===== config.mk =====
export PLATFORM = sky130hd
export DESIGN_NAME = div_unit
export DESIGN_NICKNAME = d
export VERILOG_FILES = /design/src/rtl/div_unit_pkg.sv /design/src/rtl/div_step.sv /design/src/rtl/div_unit.sv
export SDC_FILE = /design/constraint.sdc
export NUM_CORES = 1
export LEC_CHECK = 0
export CORE_MARGIN = 4
export CORE_UTILIZATION = 35
export CTS_CLUSTER_DIAMETER = 150
export CTS_CLUSTER_SIZE = 14
export DETAILED_ROUTE_END_ITERATION = 10
export PLACE_DENSITY_LB_ADDON = 0.12
export SLEW_MARGIN = 5
export SYNTH_ARGS = -nofsm -noshare
export SYNTH_HDL_FRONTEND = slang
export SYNTH_SLANG_ARGS = --single-unit

===== constraint.sdc =====
create_clock -name clk -period 5.7 [get_ports clk]
set_clock_uncertainty 0.2 [all_clocks]
set_input_delay 0.855 -clock clk [delete_from_list [all_inputs] [get_ports clk]]
set_output_delay 0.855 -clock clk [all_outputs]
set_load 0.02 [all_outputs]

===== src/rtl/div_unit_pkg.sv =====
// div_unit_pkg: shared defines for the multi-cycle divider.
//   - FSM state encodings (DivFree, DivByZero, DivOn, DivEnd)
//   - start / result-ready flag values
//   - bus widths (RegBus, DoubleRegBus) and ZeroWord
package div_unit_pkg;

  localparam int RegBus       = 32;
  localparam int DoubleRegBus = 64;

  localparam logic [RegBus-1:0] ZeroWord = 32'h0000_0000;

  localparam logic [1:0] DivFree   = 2'b00;
  localparam logic [1:0] DivByZero = 2'b01;
  localparam logic [1:0] DivOn     = 2'b10;
  localparam logic [1:0] DivEnd    = 2'b11;

  localparam logic DivStart          = 1'b1;
  localparam logic DivStop           = 1'b0;
  localparam logic DivResultReady    = 1'b1;
  localparam logic DivResultNotReady = 1'b0;

  // Number of restoring iterations, one quotient bit each.
  localparam logic [5:0] DivIters = 6'd32;

endpackage


===== src/rtl/div_step.sv =====
// div_step: one radix-2 restoring division iteration (combinational).
//   work      in  65  {partial remainder[64:32], dividend bits[31:0]}
//   divisor   in  32  divisor (magnitude)
//   work_next out 65  working register after shift / trial subtract
// The low 32 bits gradually turn from dividend bits into quotient bits.
module div_step
  import div_unit_pkg::*;
(
  input  logic [64:0]       work,
  input  logic [RegBus-1:0] divisor,
  output logic [64:0]       work_next
);

  logic [64:0] shifted;
  logic [33:0] diff;

  always_comb begin
    shifted = {work[63:0], 1'b0};
    // 34-bit subtract so the top bit is a clean borrow flag.
    diff    = {1'b0, shifted[64:32]} - {2'b00, divisor};
    if (diff[33]) begin
      // Trial subtract went negative: restore, quotient bit 0.
      work_next = shifted;
    end else begin
      work_next = {diff[32:0], shifted[31:1], 1'b1};
    end
  end

endmodule


===== src/rtl/div_unit.sv =====
// div_unit: multi-cycle 32-bit divider (radix-2 restoring, 32 iterations).
// Optional feature macro: DIV_SIGNED_EN (signed division support).
//   clk           in   1  clock, rising edge
//   rst           in   1  asynchronous reset, active low
//   signed_div_i  in   1  1 = signed (div), 0 = unsigned (divu)
//   opdata1_i     in  32  dividend
//   opdata2_i     in  32  divisor
//   start_i       in   1  request, held until ready_o is seen
//   annul_i       in   1  abort the operation in flight
//   result_o      out 64  {remainder, quotient}
//   ready_o       out  1  result_o valid
//   dbg_state     out  2  current FSM state (debug visibility)
// Handshake: start_i is a level request held high until ready_o is seen;
// ready_o/result_o are held in END until start_i = 0 is sampled, so a new
// divide requires start_i to be low for at least one sampled edge.
module div_unit
  import div_unit_pkg::*;
(
  input  logic                    clk,
  input  logic                    rst,
  input  logic                    signed_div_i,
  input  logic [RegBus-1:0]       opdata1_i,
  input  logic [RegBus-1:0]       opdata2_i,
  input  logic                    start_i,
  input  logic                    annul_i,
  output logic [DoubleRegBus-1:0] result_o,
  output logic                    ready_o,
  output logic [1:0]              dbg_state
);

  logic [1:0]        state;
  logic [5:0]        cnt;
  logic [64:0]       work;
  logic [64:0]       work_next;
  logic [RegBus-1:0] divisor;
  logic [RegBus-1:0] op1_abs;
  logic [RegBus-1:0] op2_abs;
  logic [RegBus-1:0] quot_fix;
  logic [RegBus-1:0] rem_fix;

  div_step u_step (
    .work      (work),
    .divisor   (divisor),
    .work_next (work_next)
  );

`ifdef DIV_SIGNED_EN
  logic neg_quot;
  logic neg_rem;
  logic is_signed;

  assign is_signed = signed_div_i;

  always_comb begin
    op1_abs = (is_signed && opdata1_i[31]) ? (ZeroWord - opdata1_i) : opdata1_i;
    op2_abs = (is_signed && opdata2_i[31]) ? (ZeroWord - opdata2_i) : opdata2_i;
    // Quotient negative when signs differ; remainder follows the dividend.
    quot_fix = neg_quot ? (ZeroWord - work_next[31:0])  : work_next[31:0];
    rem_fix  = neg_rem  ? (ZeroWord - work_next[63:32]) : work_next[63:32];
  end

  // Signs captured at launch so later operand changes have no effect.
  always_ff @(posedge clk or negedge rst) begin
    if (!rst) begin
      neg_quot <= 1'b0;
      neg_rem  <= 1'b0;
    end else if (state == DivFree && start_i == DivStart && !annul_i) begin
      neg_quot <= is_signed && (opdata1_i[31] ^ opdata2_i[31]);
      neg_rem  <= is_signed && opdata1_i[31];
    end
  end
`else
  logic unused_signed;
  assign unused_signed = signed_div_i;

  always_comb begin
    op1_abs  = opdata1_i;
    op2_abs  = opdata2_i;
    quot_fix = work_next[31:0];
    rem_fix  = work_next[63:32];
  end
`endif

  assign dbg_state = state;

  always_ff @(posedge clk or negedge rst) begin
    if (!rst) begin
      state    <= DivFree;
      cnt      <= 6'd0;
      work     <= '0;
      divisor  <= ZeroWord;
      result_o <= '0;
      ready_o  <= DivResultNotReady;
    end else begin
      case (state)
        DivFree: begin
          ready_o  <= DivResultNotReady;
          result_o <= '0;
          if (start_i == DivStart && !annul_i) begin
            if (opdata2_i == ZeroWord) begin
              state <= DivByZero;
            end else begin
              state   <= DivOn;
              work    <= {33'd0, op1_abs};
              divisor <= op2_abs;
              cnt     <= 6'd0;
            end
          end
        end
        DivByZero: begin
          if (annul_i) begin
            state <= DivFree;
          end else begin
            state    <= DivEnd;
            result_o <= '0;
            ready_o  <= DivResultReady;
          end
        end
        DivOn: begin
          if (annul_i) begin
            state <= DivFree;
            cnt   <= 6'd0;
          end else begin
            work <= work_next;
            cnt  <= cnt + 6'd1;
            // This edge performs the final iteration; publish the result.
            if (cnt == DivIters - 6'd1) begin
              state    <= DivEnd;
              result_o <= {rem_fix, quot_fix};
              ready_o  <= DivResultReady;
            end
          end
        end
        DivEnd: begin
          if (start_i == DivStop) begin
            state    <= DivFree;
            ready_o  <= DivResultNotReady;
            result_o <= '0;
            cnt      <= 6'd0;
          end
        end
        default: state <= DivFree;
      endcase
    end
  end

endmodule


==> flow_summary.json, run 1 <==
{
  "status": "completed",
  "post-route-period-util_pct": 64.71,
  "finalWirelength_mm": 24.30,
  "cp_cell_sequence": "clkdlybuf4s50_1 -> nor4_1 -> nand4_1 -> o21ai_1 -> or3_1 -> o21a_2 -> buf_12 -> o21ai_0",
  "vias_per_cell": 5.083,
  "grt_max_degree": 170,
  "async_flop_share_pct": 100.0,
  "cts.sinks": 169,
  "num_vias": 7335,
  "final_common_cell": "nand2_1",
  "drcViolationCount": 0,
  "critPathMaxFanout": 65,
  "initial_core_util_pct": 35.74,
  "drive_gt1_share_pct": 7.817,
  "dieArea_mm2": 0.02842,
  "die_y_um": 168.6,
  "dr.pass1.iters": 5,
  "rsz0062_at_grt": "no",
  "min_path_type": "primary input to asynchronous set/reset pin",
  "port_buffers": 134,
  "register_area_mm2": 0.004229,
  "fin_area_mm2": 0.01124,
  "finalNonFillerCells": 1443,
  "layout.nets": 1207,
  "path_buf_inv": 2,
  "grt_usage_pct": 17.48,
  "placed_area_mm2": 0.01066,
  "core_mm2": 0.02525,
  "grt_overflow": 0,
  "clockPowerShare_pct": 21.5,
  "cts.repair.resized": 0,
  "slowest_stage": "nor4_1",
  "cts_root_buf": "clkbuf_16",
  "r2r_setup_slack_ps": 2030,
  "relSlewSlack_pct": 26.18,
  "fp.dieW_um": 168.6,
  "cts.clk_slew.worst_paths_ps": 80,
  "area_delta_synth_final_pct": 24.59,
  "start_kind": "primary input",
  "ys_types": 63,
  "max_clock_freq_mhz": 271.1,
  "pin_count": 136,
  "cp.arrival_ps": 3780,
  "worstReg2RegEnd": "work[34]$_DFFE_PN0P_",
  "num_antenna_cells": 0,
  "crit_family": "simple AND/OR/NAND/NOR gates",
  "rr_startpoint": "divisor[6]$_DFFE_PN0P_",
  "place_inst": 1411,
  "finalSetupViolations": 0,
  "slew_viol_final": 0,
  "cts_max_path_buffers": 2,
  "syn_avg_cell_area_um2": 9.144,
  "syn-num-nets": 1094,
  "seq_power_share_pct": 33.0,
  "antenna_found_initial": 0,
  "crit_required_ps": 5790,
  "cp-end-kind": "flip-flop",
  "hold_viol": 0,
  "p_switching_mw": 2.270,
  "fp-row-count": 58,
  "multi_input_comb_area_mm2": 0.004399,
  "ys_seq_area_share_pct": 46.86,
  "netlist.area_leader.share_pct": 46.86,
  "cts_setup_buffers": 0,
  "htreeDepth": 4,
  "dp_hpwl_mm": 17.32,
  "detail_route.wl_per_cell_um": 16.84,
  "gp_congestion": 0.8549,
  "vdd_drop_max_v": 0.0002477,
  "drt_iter0_drc": 461,
  "drtAntennaViolNets": 0,
  "dpl_worst_slack_ps": 1409,
  "cts_made_buffers": 17,
  "crit_type": "primary input to flip-flop",
  "synth_area_mm2": 0.009025,
  "leakage_nw": 4.899,
  "power.internal_mw": 3.082,
  "tightest_slew_ps": 1107,
  "synth_ff_type": "dfrtp_1",
  "r2r_cells": 11,
  "insertion_delay_ps": 430,
  "nFillCells": 2523,
  "synth_seq_cells": 169,
  "synth_edf_count": 0,
  "fin_crit_ps": 3688,
  "grt_pass1_wl_mm": 40.12,
  "ys_warn_count": 0,
  "final.setup.tns_ps": 0,
  "grt_pass1_vias": 7321,
  "fin_ws_ps": 2012,
  "slowest_delay_ps": 550,
  "final_cell_mix": "nand2_1, dfrtp_1, clkdlybuf4s50_1, o21ai_0, a21oi_1",
  "synth_area_leaders": "dfrtp_1, nand2_1, o21ai_0",
  "cts_tree": "built",
  "combPwrFrac_pct": 45.5,
  "synthCells": 987,
  "yosys.area.top_type": "dfrtp_1",
  "cts_hold_buf": 0,
  "sw_frac_of_total_pct": 42.41,
  "cap_violations": 0,
  "p_per_area_mw_per_mm2": 476.0
}
==> state kept, by name, summed over array words and instances (netlist names) <==
register	cells
work	64
divisor	32
ready_o	1
dbg_state	2
cnt	6
result_o	64
==> through the flow <==
step / power (mW) / hold slack [ps] / util [%]
floorplan: 3.440 / 236.0 / -
global placement: 4.223 / 260.8 / 42.23
detailed placement: 4.252 / 268.7 / 42.23
CTS: 5.429 / 286.7 / 44.53
global route: 5.797 / 307.9 / 44.53
finish: 5.353 / 266.6 / 44.53
==> cell families (layout without fill, tap and decap cells) <==
kind of cell               count (synthesis)  in the layout  share of synthesized area [%]
xor gates and xnor gates                  25             25                          2.426
muxes                                     42             42                          5.157
DFF                                      169            169                          46.86
AOI/OAI and AO/OA                        316            316                          21.24
adders and majority gates                 38             38                          5.351
and+or+nand+nor                          299            299                          14.42
buffers and inverters                     98            224                          4.547
==> per-layer routing <==
layer / vias up / wire length [um] / share of wire, % / global-route usage, %
met5: - / 0 / 0 / 0
li1: 3698 / - / - / -
met2: 113 / 11270 / 46 / 27.71
met1: 3512 / 12130 / 50 / 25.62
met4: 0 / 160 / 0.66 / 3.387
met3: 12 / 740 / 3.0 / 2.732
==> synthesized netlist by cell type, types with 3 or more instances <==
master    number
mux2i_1        9
xor2_1        11
a211o_1        3
nor3_1         8
and4_1         3
nand2_1      190
o21ai_0      107
a21oi_1       52
a21boi_0      31
a31oi_1        7
and3_1         7
o21ai_1       45
a21o_1         9
inv_1         47
o31ai_1        8
o21bai_1       3
a211oi_1       5
nand2b_1       9
buf_2         13
buf_4          3
nor4_1         8
nor2_1        37
xnor2_1       14
o211ai_1       8
o21a_1         6
ha_1          37
a22o_1        12
nand4_1       12
or3_1          5
mux2_2        32
nand3_1       11
clkbuf_1      30
dfrtp_1      169
==> worst register-to-register path, stage by stage (launching register included) <==
cell and delay, ps:
dfrtp_1 350, inv_1 50, ha_1 360, a21oi_1 400
o211a_1 210, o21ai_1 120, o2111a_1 310, nor3_4 700
buf_4 350, nor3_1 70, a31oi_1 290, a21oi_1 110
==> area by class of cell <==
cell class | instances | share of cell area, %
Clock buffer | 17 | 3.783
Clock inverter | 15 | 1.380
Inverter | 48 | 1.602
Multi-Input combinational cell | 720 | 39.12
Sequential cell | 169 | 37.61
Tap cell | 330 | 3.672
Timing Repair Buffer | 144 | 12.83
==> power groups by stage <==
stage	registers, mW	logic (mW)	clock network [mW]
floorplan	1.90	1.54	0
finish	1.77	2.44	1.15
detailed placement	1.79	2.46	0
global placement	1.78	2.44	0
global route	1.82	2.74	1.23
CTS	1.77	2.47	1.19
==> worst max path at each step <==
| stage | depth (start not counted) | to | from |
|---|---|---|---|
| 2_1_floorplan | 10 | work[37]$_DFFE_PN0P_ | opdata2_i[24] |
| 4_1_cts | 8 | work[10]$_DFFE_PN0P_ | opdata2_i[1] |
| 3_5_place_dp | 8 | work[10]$_DFFE_PN0P_ | opdata2_i[1] |
| 3_3_place_gp | 8 | work[8]$_DFFE_PN0P_ | opdata2_i[0] |
| 5_1_grt | 9 | work[10]$_DFFE_PN0P_ | opdata2_i[1] |
| 6_report | 8 | work[10]$_DFFE_PN0P_ | opdata2_i[1] |
Power figures use the tool's default switching activity.
==> run 2: changes to the inputs <==
Clock period 5.7 ns to 3.7 ns, I/O delays scaled along.
==> run 2 against run 1 <==
The flow now finishes with violations (hold timing). Count of clock-buffer cells in the layout did not move. Non-clock buffer count grew 12. Critical path depth up 1. Cell area up 1.4%. Critical endpoint is now result_o[54]$_DFFE_PN0P_.
==> flow_summary.json, run 2 (synthesized netlist as in run 1, its figures left out) <==
{
  "critPathMaxFanout": 8,
  "path_buf_inv": 0,
  "insertion_delay_ps": 430,
  "final_cell_mix": "nand2_1, dfrtp_1, clkdlybuf4s50_1, o21ai_0, a21oi_1",
  "cts_root_buf": "clkbuf_16",
  "sw_frac_of_total_pct": 42.36,
  "drt_iter0_drc": 371,
  "p_per_area_mw_per_mm2": 735.5,
  "cts.clk_slew.worst_paths_ps": 70,
  "fp-row-count": 58,
  "die_y_um": 168.6,
  "slowest_delay_ps": 440,
  "core_mm2": 0.02525,
  "utilization_pct": 45.17,
  "slowest_stage": "dfrtp_1",
  "final.setup.tns_ps": 0,
  "placed_area_mm2": 0.01080,
  "slew_viol_final": 0,
  "max_clock_freq_mhz": 325.6,
  "grt_usage_pct": 17.38,
  "cts_made_buffers": 17,
  "finalWirelength_mm": 24.48,
  "drive_gt1_share_pct": 8.800,
  "violations": "hold timing",
  "gp_congestion": 0.8721,
  "area_delta_synth_final_pct": 26.40,
  "crit_family": "compound AO/OA/AOI/OAI gates",
  "tightest_slew_ps": 874.2,
  "power.internal_mw": 4.836,
  "relSlewSlack_pct": 41.72,
  "cts_max_path_buffers": 2,
  "leakage_nw": 5.000,
  "combPwrFrac_pct": 45.9,
  "seq_power_share_pct": 32.4,
  "start_kind": "flip-flop",
  "detail_route.wl_per_cell_um": 16.83,
  "vias_per_cell": 5.078,
  "dr.pass1.iters": 4,
  "fin_hold_ws_ps": -0.04552,
  "post-route-period-util_pct": 83.00,
  "final_common_cell": "nand2_1",
  "finalSetupViolations": 0,
  "drcViolationCount": 0,
  "dieArea_mm2": 0.02842,
  "clockPowerShare_pct": 21.6,
  "nFillCells": 2525,
  "p_switching_mw": 3.554,
  "reg_top3": "result_o x64, work x64, divisor x32",
  "register_area_mm2": 0.004229,
  "grt_overflow": 0,
  "grt_pass1_wl_mm": 39.67,
  "num_antenna_cells": 0,
  "crit_type": "flip-flop to flip-flop",
  "layout.nets": 1219,
  "finalNonFillerCells": 1455,
  "fin_crit_ps": 3071,
  "multi_input_comb_area_mm2": 0.004399,
  "rsz0062_at_grt": "no",
  "cts.repair.resized": 0,
  "status": "finished, violations left",
  "cp_cell_sequence": "ha_1 -> a21oi_1 -> o21ai_1 -> a31oi_1 -> o41ai_2 -> nor2_1 -> nand2_2 -> mux2i_1 -> o21ai_0",
  "htreeDepth": 4,
  "cp-end-kind": "flip-flop",
  "min_path_type": "primary input to asynchronous set/reset pin",
  "initial_core_util_pct": 35.74,
  "cts_tree": "built",
  "pin_count": 136,
  "cts_setup_buffers": 0,
  "crit_required_ps": 3800,
  "cap_violations": 0,
  "num_vias": 7388,
  "hold_viol": 1,
  "grt_max_degree": 89,
  "dp_hpwl_mm": 18.01,
  "vdd_drop_max_v": 0.0004261,
  "drtAntennaViolNets": 0,
  "fp.dieW_um": 168.6,
  "cts.sinks": 169,
  "fin_area_mm2": 0.01141,
  "cts_hold_buf": 0,
  "cp.arrival_ps": 3180,
  "grt_pass1_vias": 7313,
  "port_buffers": 134,
  "antenna_found_initial": 0,
  "place_inst": 1423
}
==> run 2: changes by cell type in the layout (fill, tap and decap cells not counted), sizes merged <==
cell	change
clkinv	+4
clkinvlp	-4
buf	+12
==> run 2: through the flow <==
stage          total power, mW  setup slack, ps
5_1_grt                  9.041            400.1
3_3_place_gp             6.585            253.9
2_1_floorplan            5.300             1091
6_report                 8.390            629.1
4_1_cts                  8.491            637.9
3_5_place_dp             6.640            252.9
==> run 2: routing by layer <==
metal / vias to the layer above / part of all wire, % / global-route usage, % / routed length [um]
met5: - / 0 / 0 / 0
met4: 0 / 0.98 / 3.705 / 240
met3: 22 / 3.9 / 3.199 / 944
met2: 118 / 47 / 27.95 / 11470
met1: 3521 / 48 / 24.66 / 11820
li1: 3727 / - / - / -
==> run 2: cell type report <==
cell class | count | area share [%]
clock buffers | 17 | 3.729
clock inverters | 15 | 1.558
inverters | 48 | 1.579
multi-input cells | 720 | 38.57
flip-flops and latches | 169 | 37.07
well taps | 330 | 3.620
repair buffers | 156 | 13.88
==> run 2: worst paths after layout <==
check | slack (ps) | to | from | cells past startpoint
min reg2reg | 280 | result_o[0]$_DFFE_PN0P_ | result_o[0]$_DFFE_PN0P_ | 2
max reg2reg | 630 | result_o[54]$_DFFE_PN0P_ | work[49]$_DFFE_PN0P_ | 9
min in group clk | 280 | result_o[0]$_DFFE_PN0P_ | result_o[0]$_DFFE_PN0P_ | 2
max in group asynchronous | 2470 | divisor[1]$_DFFE_PN0P_ | rst | 2
max | 630 | result_o[54]$_DFFE_PN0P_ | work[49]$_DFFE_PN0P_ | 9
min | -0.05 | result_o[55]$_DFFE_PN0P_ | rst | 1
==> run 2: power groups by stage <==
stage	Clock, mW	Combinational (mW)	Sequential (mW)
6_report	1.81	3.85	2.72
5_1_grt	1.94	4.29	2.81
4_1_cts	1.87	3.89	2.73
3_5_place_dp	0	3.87	2.77
3_3_place_gp	0	3.84	2.75
2_1_floorplan	0	2.38	2.92
==> run 3: changes to the inputs <==
Clock period 3.7 ns to 2.6 ns, I/O delays scaled along.
==> run 3 against run 2 <==
The run ends with setup timing left. Total power rose by 74%. Global-route usage up 2.3 points. Via count grew 15%. Count of clock-buffer cells in the layout did not move. Non-clock buffer count up 213. Maximum frequency is 9.5% higher. Die area is the same. Register-to-register slack worse by 830 ps. Sequential cell count stayed put. Sequential share of layout area shrank 7.6 points. Critical path type unchanged. Critical endpoint unchanged. Largest cell class unchanged. Highest routed layer unchanged.
==> flow_summary.json, run 3 (synthesized netlist as in run 1, its figures left out) <==
{
  "status": "finished, violations left",
  "violations": "setup timing",
  "cp_common_cell": "a21oi_2",
  "core_mm2": 0.02525,
  "post-route-period-util_pct": 107.9,
  "tightest_slew_ps": 536.6,
  "grt_max_degree": 72,
  "p_per_area_mw_per_mm2": 1015,
  "fin_ws_ps": -205.5,
  "vias_per_cell": 5.092,
  "crit_required_ps": 2720,
  "fin_crit_ps": 2806,
  "insertion_delay_ps": 440,
  "dieArea_mm2": 0.02842,
  "cts.clk_slew.worst_paths_ps": 70,
  "crit_type": "flip-flop to flip-flop",
  "crit_family": "compound AO/OA/AOI/OAI gates",
  "final_common_cell": "buf_4",
  "layout.nets": 1432,
  "cts_tree": "built",
  "grt_overflow": 0,
  "p_switching_mw": 6.160,
  "hold_viol": 0,
  "slowest_delay_ps": 500,
  "detail_route.wl_per_cell_um": 17.17,
  "drcViolationCount": 0,
  "max_clock_freq_mhz": 356.4,
  "placed_area_mm2": 0.01214,
  "combPwrFrac_pct": 55.3,
  "pin_count": 136,
  "start_kind": "flip-flop",
  "num_vias": 8494,
  "critPathMaxFanout": 4,
  "cts.sinks": 169,
  "port_buffers": 134,
  "grt_usage_pct": 19.69,
  "cp_cell_sequence": "inv_2 -> ha_4 -> fa_2 -> nand2b_4 -> a21oi_2 -> o41a_1 -> a31o_4 -> a21oi_2 -> buf_4 -> xnor2_1 -> mux2i_2 -> o21ai_1",
  "dp_hpwl_mm": 20.01,
  "path_buf_inv": 2,
  "antenna_found_initial": 0,
  "leakage_nw": 6.328,
  "area_delta_synth_final_pct": 59.06,
  "utilization_pct": 56.84,
  "seq_power_share_pct": 26.7,
  "sw_frac_of_total_pct": 42.30,
  "clockPowerShare_pct": 17.9,
  "reg_top3": "result_o x64, work x64, divisor x32",
  "vdd_drop_max_v": 0.0005758,
  "slowest_stage": "o41a_1",
  "fp-row-count": 58,
  "slew_viol_final": 0,
  "power.internal_mw": 8.403,
  "htreeDepth": 4,
  "drt_iter0_drc": 533,
  "final_cell_mix": "buf_4, nand2_1, dfrtp_1, clkdlybuf4s50_1, o21ai_0",
  "drive_gt1_share_pct": 34.16,
  "cp-end-kind": "flip-flop",
  "cts_made_buffers": 17,
  "grt_pass1_wl_mm": 44.88,
  "finalSetupViolations": 65,
  "cts_max_path_buffers": 2,
  "dr.pass1.iters": 5,
  "cts_root_buf": "clkbuf_16",
  "gp_congestion": 0.8878,
  "min_path_type": "flip-flop to flip-flop",
  "die_y_um": 168.6,
  "relSlewSlack_pct": 64.23,
  "fin_area_mm2": 0.01436,
  "grt_pass1_vias": 8437,
  "num_antenna_cells": 0,
  "drtAntennaViolNets": 0,
  "initial_core_util_pct": 35.74,
  "cap_violations": 0,
  "rsz0062_at_grt": "yes",
  "fp.dieW_um": 168.6,
  "cp.arrival_ps": 2920,
  "finalWirelength_mm": 28.64
}
-- run 3: cell count changes in the layout (fill, tap and decap cells not counted), sizes merged --
| cell | change |
|---|---|
| clkinvlp | -1 |
| clkinv | +3 |
| clkbuf | +3 |
| buf | +209 |
| dlygate4sd3 | +1 |
| inv | -2 |
-- run 3: per-stage QoR --
step	setup WS, ps	hold WS (ps)	total power, mW	setup TNS [ps]	instances
after global placement	-568.2	205.7	10.42	-59580	1597
after CTS	-147.7	275.3	14.04	-4183	1653
after detailed placement	-619.3	202.2	10.50	-66000	1597
final	-205.5	275.6	14.56	-7704	1668
after global routing	-294.8	305.6	15.57	-14180	1668
after floorplan	2.423	-105.6	7.541	0	987
-- run 3: timing repair --
item                                    CTS  global route
buffers inserted                         24            14
gates cloned                              1             3
pin swaps                                57            60
endpoints found under the setup margin  129           129
hold buffers                              1             0
hold endpoints to repair                 50             0
gates resized for setup                 150           103
-- run 3: worst register-to-register path: cells and delay by family (launching register included) --
family | cells | cell delay (ps)
multiplexers | 1 | 240
XOR/XNOR | 1 | 60
AO/OA/AOI/OAI | 5 | 1130
AND/OR/NAND/NOR | 1 | 130
flip-flops | 1 | 390
adder cells (fa/ha/maj) | 2 | 330
buffers and inverters | 2 | 210
-- run 3: power groups by stage --
stage	combinational, mW	clock, mW	sequential, mW
final	8.06	2.61	3.89
after CTS	7.47	2.68	3.89
after floorplan	3.38	0	4.16
after global routing	8.78	2.79	4.00
after detailed placement	6.59	0	3.91
after global placement	6.53	0	3.89
-- run 3: path summary, 6_finish.rpt --
kind                                       from                  endpoint  slack (ps)  cells past startpoint
setup / recovery           work[31]$_DFFE_PN0P_  result_o[54]$_DFFE_PN0P_        -210                     12
hold / removal               cnt[5]$_DFFE_PN0P_        cnt[5]$_DFFE_PN0P_         280                      1
setup reg to reg           work[31]$_DFFE_PN0P_  result_o[54]$_DFFE_PN0P_        -210                     12
hold reg to reg              cnt[5]$_DFFE_PN0P_        cnt[5]$_DFFE_PN0P_         280                      1
max in group asynchronous                   rst      work[50]$_DFFE_PN0P_        1250                      3
min in group asynchronous                   rst  result_o[21]$_DFFE_PN0P_         290                      2
-- run 3: routing by layer --
metal | vias up | routed length, um | global-route usage, %
met3 | 33 | 1104 | 3.433
met5 | - | 0 | 0
met4 | 0 | 574 | 5.752
met1 | 4130 | 13440 | 27.22
li1 | 4145 | - | -
met2 | 186 | 13520 | 31.88
-- run 3: final cells by class --
| cell class | count | area (um^2) |
|---|---|---|
| multi-input combinational | 720 | 5502 |
| clock inverter | 15 | 193.9 |
| timing repair buffer | 369 | 3412 |
| clock buffer | 17 | 425.4 |
| inverter | 48 | 180.2 |
| tap | 330 | 412.9 |
| fill | 2205 | 10900 |
| sequential | 169 | 4229 |
